<file path="src/rtl/output_pkt_arbiter.sv">
// output_pkt_arbiter: merges N_CH packet streams onto one output.
// Whole packets are granted round-robin and each accepted word is forwarded with one cycle of latency.
// Packets longer than MAX_PKT_WORDS are cut short, and the sticky err_pkt_len flag records it.
// Optional feature: define OUTPUT_PKT_ARB_HEADER_EN to put a header word (with a sequence number) in front of every packet.
module output_pkt_arbiter #(
   parameter int N_CH          = 4,
   parameter int WIDTH         = 64,
   parameter int MAX_PKT_WORDS = 256
) (
   input  logic                      CLK,
   input  logic                      RESET,
   input  logic [N_CH*WIDTH-1:0]     din,
   input  logic [N_CH-1:0]           wr_en,
   input  logic [N_CH-1:0]           pkt_end,
   output logic [N_CH-1:0]           full,
   output logic [WIDTH-1:0]          dout,
   output logic                      dout_wr_en,
   output logic                      dout_pkt_end,
   input  logic                      dout_full,
   output logic [$clog2(N_CH)-1:0]   grant_ch,
   output logic                      busy,
   output logic                      err_pkt_len
);

   localparam int CH_W = $clog2(N_CH);

`ifdef OUTPUT_PKT_ARB_HEADER_EN
   typedef enum logic [1:0] {IDLE, HEADER, PASS} state_t;
`else
   typedef enum logic [0:0] {IDLE, PASS} state_t;
`endif

   state_t            state_q, state_d;
   logic [CH_W-1:0]   grant_q, grant_d;
   logic [CH_W-1:0]   last_q, last_d;
   logic [15:0]       cnt_q, cnt_d;
   logic [WIDTH-1:0]  dout_q, dout_d;
   logic              dout_wr_q, dout_wr_d;
   logic              dout_pe_q, dout_pe_d;
   logic              err_q, err_d;
`ifdef OUTPUT_PKT_ARB_HEADER_EN
   logic [15:0]       seq_q, seq_d;
   logic [WIDTH-1:0]  hdr_word;
`endif

   logic [WIDTH-1:0]  ch_word;
   logic              ch_pe;
   logic              accept;
   logic [15:0]       cnt_inc;
   logic [CH_W-1:0]   rr_pick;
   logic              rr_hit;

   assign ch_word = din[int'(grant_q)*WIDTH +: WIDTH];
   assign ch_pe   = pkt_end[grant_q];
   assign accept  = wr_en[grant_q] && !full[grant_q];
   assign cnt_inc = cnt_q + 16'd1;

   // Backpressure: only the granted channel in PASS may write, and nothing may write during reset.
   always_comb begin
      for (int i = 0; i < N_CH; i++) begin
         full[i] = RESET || dout_full || !(state_q == PASS && grant_q == CH_W'(i));
      end
   end

   // Round-robin pick: the requester nearest after last_grant wins (scanned in reverse so the nearest is assigned last).
   always_comb begin
      rr_pick = '0;
      rr_hit  = 1'b0;
      for (int k = N_CH; k >= 1; k--) begin
         if (wr_en[(int'(last_q) + k) % N_CH]) begin
            rr_hit  = 1'b1;
            rr_pick = CH_W'((int'(last_q) + k) % N_CH);
         end
      end
   end

`ifdef OUTPUT_PKT_ARB_HEADER_EN
   // Header word layout: tag A5 in the top byte, sequence number in [31:16], channel in [15:8].
   always_comb begin
      hdr_word               = '0;
      hdr_word[31:16]        = seq_q;
      hdr_word[15:8]         = 8'(grant_q);
      hdr_word[WIDTH-1 -: 8] = 8'hA5;
   end
`endif

   // Next-state and datapath decisions for IDLE / (HEADER) / PASS.
   always_comb begin
      // NOTE: every signal gets a default before the case, so no path can leave one unassigned and infer a latch.
      state_d   = state_q;
      grant_d   = grant_q;
      last_d    = last_q;
      cnt_d     = cnt_q;
      dout_d    = dout_q;
      dout_wr_d = 1'b0;
      dout_pe_d = 1'b0;
      err_d     = err_q;
`ifdef OUTPUT_PKT_ARB_HEADER_EN
      seq_d     = seq_q;
`endif
      case (state_q)
         IDLE: begin
            if (rr_hit && !dout_full) begin
               grant_d = rr_pick;
               cnt_d   = 16'd0;
`ifdef OUTPUT_PKT_ARB_HEADER_EN
               state_d = HEADER;
`else
               state_d = PASS;
`endif
            end
         end
`ifdef OUTPUT_PKT_ARB_HEADER_EN
         HEADER: begin
            if (!dout_full) begin
               dout_d    = hdr_word;
               dout_wr_d = 1'b1;
               seq_d     = seq_q + 16'd1;
               state_d   = PASS;
            end
         end
`endif
         PASS: begin
            if (accept) begin
               dout_d    = ch_word;
               dout_wr_d = 1'b1;
               cnt_d     = cnt_inc;
               if (ch_pe) begin
                  dout_pe_d = 1'b1;
                  last_d    = grant_q;
                  state_d   = IDLE;
               end else if (cnt_inc == 16'(MAX_PKT_WORDS)) begin
                  // Overlong packet: close it here; the channel's remaining words start a new packet.
                  dout_pe_d = 1'b1;
                  err_d     = 1'b1;
                  state_d   = IDLE;
               end
            end
         end
         default: state_d = IDLE;
      endcase
   end

   // State and output registers with synchronous reset.
   always_ff @(posedge CLK) begin
      // NOTE: sequential state uses non-blocking assignments so all registers update together at the edge.
      if (RESET) begin
         state_q   <= IDLE;
         grant_q   <= '0;
         last_q    <= CH_W'(N_CH - 1);
         cnt_q     <= 16'd0;
         dout_q    <= '0;
         dout_wr_q <= 1'b0;
         dout_pe_q <= 1'b0;
         err_q     <= 1'b0;
`ifdef OUTPUT_PKT_ARB_HEADER_EN
         seq_q     <= 16'd0;
`endif
      end else begin
         state_q   <= state_d;
         grant_q   <= grant_d;
         last_q    <= last_d;
         cnt_q     <= cnt_d;
         dout_q    <= dout_d;
         dout_wr_q <= dout_wr_d;
         dout_pe_q <= dout_pe_d;
         err_q     <= err_d;
`ifdef OUTPUT_PKT_ARB_HEADER_EN
         seq_q     <= seq_d;
`endif
      end
   end

   assign dout         = dout_q;
   assign dout_wr_en   = dout_wr_q;
   assign dout_pkt_end = dout_pe_q;
   assign grant_ch     = grant_q;
   assign busy         = (state_q != IDLE);
   assign err_pkt_len  = err_q;

endmodule

</file>
<file path="config.mk">
export PLATFORM = sky130hd
export DESIGN_NAME = output_pkt_arbiter
export DESIGN_NICKNAME = d
export VERILOG_FILES = /design/src/rtl/output_pkt_arbiter.sv
export SDC_FILE = /design/constraint.sdc
export NUM_CORES = 1
export LEC_CHECK = 0
export BUFFER_PORTS_ARGS = -buffer_cell sky130_fd_sc_hd__buf_2
export CAP_MARGIN = 20
export CORE_MARGIN = 10
export CORE_UTILIZATION = 43
export DETAILED_ROUTE_END_ITERATION = 10
export PLACE_DENSITY = 0.88
export SLEW_MARGIN = 20
export SYNTH_ARGS = -nofsm -noshare
export SYNTH_HDL_FRONTEND = slang
export SYNTH_SLANG_ARGS = --single-unit
</file>
<file path="constraint.sdc">
create_clock -name CLK -period 3 [get_ports CLK]
set_clock_uncertainty 0.1 [all_clocks]
set_input_delay 0.3 -clock CLK [delete_from_list [all_inputs] [get_ports CLK]]
set_output_delay 0.3 -clock CLK [all_outputs]
set_load 0.01 [all_outputs]
</file>
* Word level (Yosys, flattened, before mapping) *
Index checks and enable logic that the tools add are counted.

storage, ports and cells
  register bits after elaboration = 88
  input port bits = 267
  output and inout bits = 74
  logic and storage cells = 98

cells by class
  add/sub/neg operators = 5
  magnitude comparators = 5
  equality and inequality tests = 6
  shift operators = 1
  mux-type cells = 37
  bitwise operators = 7
  reductions and logical operators = 29

operator list
  cell                     count
  $shiftx A256 B9 Y64      1
  $mux W16                 2
  $pmux W16 S2             1
  $mux W1                  22
  $add A16 B1 Y16 const B  1
  $eq A16 B9 Y1 const B    1
  $lt A3 B4 Y1 const B     4
  $bmux W1 S2              7
  $reduce_or A2 Y1         5
  $mux W2                  4
  $logic_and A1 B1 Y1      6
  $logic_not A1 Y1         6
  $reduce_and A2 Y1        3
  $logic_or A1 B1 Y1       5
  $add A2 B1 Y2 const B    2
  $add A2 B2 Y2 const B    2
  $and A1 B1 Y1 const A    4
  $eq A2 B2 Y1 const B     2
  $reduce_and A4 Y1        1
  $lt A2 B3 Y1 const B     1
  $not A1 Y1               3
  $reduce_and A3 Y1        1
  $reduce_or A3 Y1         1
  $eq A2 B1 Y1 const B     1
  4 further kinds          4

* Longest topological paths before layout *
  word-level depth = 13
  depth in mapped cells = 8
  mapped depth without buffers = 6

* Worst setup path after synthesis *
Ideal clock, no wire load.

  kind = register to register
  start point = register cnt_q[0]
  end point = register err_q (netlist: err_pkt_len)
  arrival time = 2.039 ns
  required time = 2.804 ns
  slack = 0.765 ns
  stages on the path, launching flop included = 7
  path through = dfxtp_1 ha_1 nand4_2 nor3_1 a32oi_2 or4_1 o41ai_2

on the way
  word-level cells in the longest chain between the ends = 3

ends and longest elaborated chain
  what                         RTL line  text
  start: declaration           36        logic [15:0] cnt_q, cnt_d;
  start signal: assignment     163       cnt_q <= cnt_d;
  $add A16 B1 Y16              56        assign cnt_inc = cnt_q + 16'd1;
  $eq A16 B9 Y1                132       end else if (cnt_inc == 16'(MAX_PKT_WORDS)) begin
  $reduce_and A4 Y1 (no line)  --
  end signal: assignment       167       err_q <= err_d;
  end: declaration             40        logic err_q, err_d;

Every way passes these cells.
A chain may end at the register's enable or synchronous reset.

* Worst setup path in the final report *
Ends and elaborated chain as after synthesis.

==> flow_summary.yaml <==
critical_path:
  cp_cell_sequence: "ha_1 -> nand4_2 -> nor3_1 -> a32oi_2 -> or4_1 -> o41ai_2"
  crit_start: "cnt_q[0]"
  startpoint_type: "flop"
  critPathCaptureType: "flop"
  reg2reg_setup_slack_ns: 0.48
  cp.required_ns: 3.13
  cp_num_buf_inv: 0
  r2r-start: "cnt_q[0]"
  critPathTopFamily: "simple AND/OR/NAND/NOR gates"
  cp.arrival_ns: 2.65
  crit_type: "flop to flop"
  slowest_stage: "or4_1"
  cpPeakStageDelay_ns: 0.59
  worstPathMaxFanout: 8
synthesis:
  seq_area_frac_synth_pct: 33.1
  avgSynthCellArea_um2: 9.67
  ys_ff_latch: 88
  yosys.area.top_type_share_pct: 33.1
  synth_edf_count: 0
  syn_inst: 551
  ys_async_sr_fraction_pct: 0
  synth_top_area_cell: "dfxtp_1"
  synth_area_leaders: "dfxtp_1 33%, mux4_2 28%, nand2_1 9.8%"
  ys.flop_type: "dfxtp_1"
  yosysWarnings: 0
  syn_nets: 820
  synth_area_um2: 5330
  ys_types: 59
sta:
  whs_ns: 0.285
  tightest_slew_ns: 0.933
  slew_viol_final: 0
  slew_headroom_pct: 37.8
  final.setup.tns_ns: 0
  setup_violations: 0
  hold_viol_final: 0
  fmax_mhz: 397
  period_minus_slack_ns: 2.52
  rsz0062_at_grt: "no"
  min_period_over_period_pct: 84.1
floorplan:
  dieArea_um2: 17200
  die_width_um: 131
  dieHeight_um: 131
  num_rows: 40
  core_um2: 12100
  pin_count: 341
  start_util_pct: 44.2
route:
  wire_per_inst_um: 20.6
  firstDrtPassIters: 5
  initialDrtViolationCount: 408
  ant_nets: 0
  vias: 5650
  finalWirelength_um: 21300
  routed_via_density: 5.46
  drc: 0
place:
  dpl_cell_area_um2: 7060
  dpl.cell_count: 1017
  gp_congestion: 0.986
  portBuffers: 340
  hpwl_um: 17400
power_and_ir_drop:
  p_per_area_nw_per_um2: 440
  leakage_nw: 3.19
  ir_drop_mv: 0.279
run:
  cap_viol_max_count: 0
cts:
  cts.htree.levels: 3
  cts_buffer_depth: 2
  path_clk_slew_ns: 0.07
  cts_hold_buf: 0
  root_buffer: "clkbuf_16"
  ctsResizeCount: 0
  clk_latency_ns: 0.33
  clkSinkCount: 88
  cts_tree: "yes"
  post-cts-setup-buffers: 0
  cts_inserted_buffers: 9
run_status:
  status: "finished clean"
min_path:
  min_path_type: "input pin to flop"
  worstHoldStart: "wr_en[0]"
finish:
  drive_above_1_share_pct: 52.3
  synthToLayoutAreaGrowth_pct: 38.4
  final_cells: 1034
  nets: 1129
  fill_cells: 1022
  design_area_um2: 7380
grt:
  antenna_found_initial: 1
  grt_pass1_wl_um: 32700
  grt_pass1_vias: 5977
  grt_use_total_pct: 23.1
  grt_max_degree: 89
  overflow: 0
==> sequential cells by signal, indices dropped and copies added, names as in the netlist <==
name,flops
cnt_q,16
dout_pkt_end,1
dout,64
grant_ch,2
err_pkt_len,1
dout_wr_en,1
busy,1
last_q,2
==> cell usage in the layout, fill, tap and decap left out, types with 2 or more instances in the layout <==
cell type  instances
nand3_1            9
or3_1              6
buf_4              8
xor2_1             2
mux4_2            66
a211o_1            3
nand2_1          139
and3b_1            2
dfxtp_4            2
or2_2              3
a21oi_1           81
or3_2              2
dfxtp_1           86
clkbuf_8           2
and2_1             6
a31oi_1            3
nor2_1            16
or4_1              2
ha_1               2
nand4_2            2
inv_1              5
buf_2            340
o21ai_0            5
o22ai_1            2
a211oi_1           3
o21ai_1            8
clkinv_4           2
nand4_1            2
clkbuf_16          9
and3_1             2
nor3_1             6
xnor2_1            2
mux2i_1            3
nand3b_1           4
nor4_4             2
==> where the power goes <==
part	total, mW	internal (mW)	switching [mW]	leakage (nW)
clock	1.17	0.697	0.475	0.152
combinational	0.815	0.444	0.371	2.32
sequential	1.26	1.22	0.0406	0.713
==> per-layer routing <==
metal | vias up | wire length [µm] | GRT usage, %
met5 | - | 0 | 0
met4 | 0 | 407 | 5.69
met3 | 31 | 1710 | 6.78
met2 | 275 | 11500 | 43.0
met1 | 2710 | 7660 | 25.1
li1 | 2634 | - | -
==> Yosys cell counts, types with 2 or more instances <==
library cell  count
nand3_1           9
clkbuf_1         29
a211o_1           3
a31oi_1           3
nand3b_1          4
o22ai_1           2
o21ai_0           5
and2_1            6
ha_1              2
xor2_1            2
a21oi_1          81
inv_1             5
buf_6             7
and3_1            2
or4_1             2
buf_1             2
a211oi_1          3
nor4_4            2
nor3_1            6
nand4_2           2
or2_2             3
mux2i_1           3
nor2_1           16
nand2_1         139
buf_2            11
xnor2_1           2
or3_2             2
or3_1             6
mux4_2           66
and3b_1           2
o21ai_1           8
nand4_1           2
dfxtp_1          88
==> through the flow <==
step                power [mW]  worst slack (ns)  utilization, %
finish                    3.25             0.478            61.2
global route              3.39             0.318            61.1
CTS                       3.27             0.503            61.1
detailed placement        2.10             0.526            58.5
global placement          2.08             0.646            58.5
floorplan                 1.79             0.765               -
==> cell type report <==
type / count / area (µm²) / share of cell area, %
antenna: 1 / 2.50 / 0.0339
timing repair buffer: 349 / 1780 / 24.2
multi-input combinational: 406 / 3270 / 44.4
inverter: 6 / 22.5 / 0.305
clock buffer: 11 / 253 / 3.43
clock inverter: 5 / 63.8 / 0.865
sequential: 88 / 1770 / 24.0
tap: 168 / 210 / 2.85
==> cell families after synthesis <==
group | synth area share (%)
AO/OA/AOI/OAI | 12.8
adder cells (fa/ha/maj) | 0.470
buffers and inverters | 5.52
multiplexers | 28.5
XOR/XNOR | 0.658
flip-flops | 33.1
AND/OR/NAND/NOR | 19.0
==> worst paths after layout <==
kind              cells after the start          end
hold / removal                        4  grant_ch[0]
setup reg to reg                      6  err_pkt_len
hold reg to reg                       2     dout[62]
setup / recovery                      6  err_pkt_len
==> worst reg2reg max path, stage by stage, from the launching register on <==
cell and delay, ns:
dfxtp_1 0.46, ha_1 0.34, nand4_2 0.20, nor3_1 0.32, a32oi_2 0.18, or4_1 0.59, o41ai_2 0.22
Note: power is estimated with default switching activity, not from simulation.
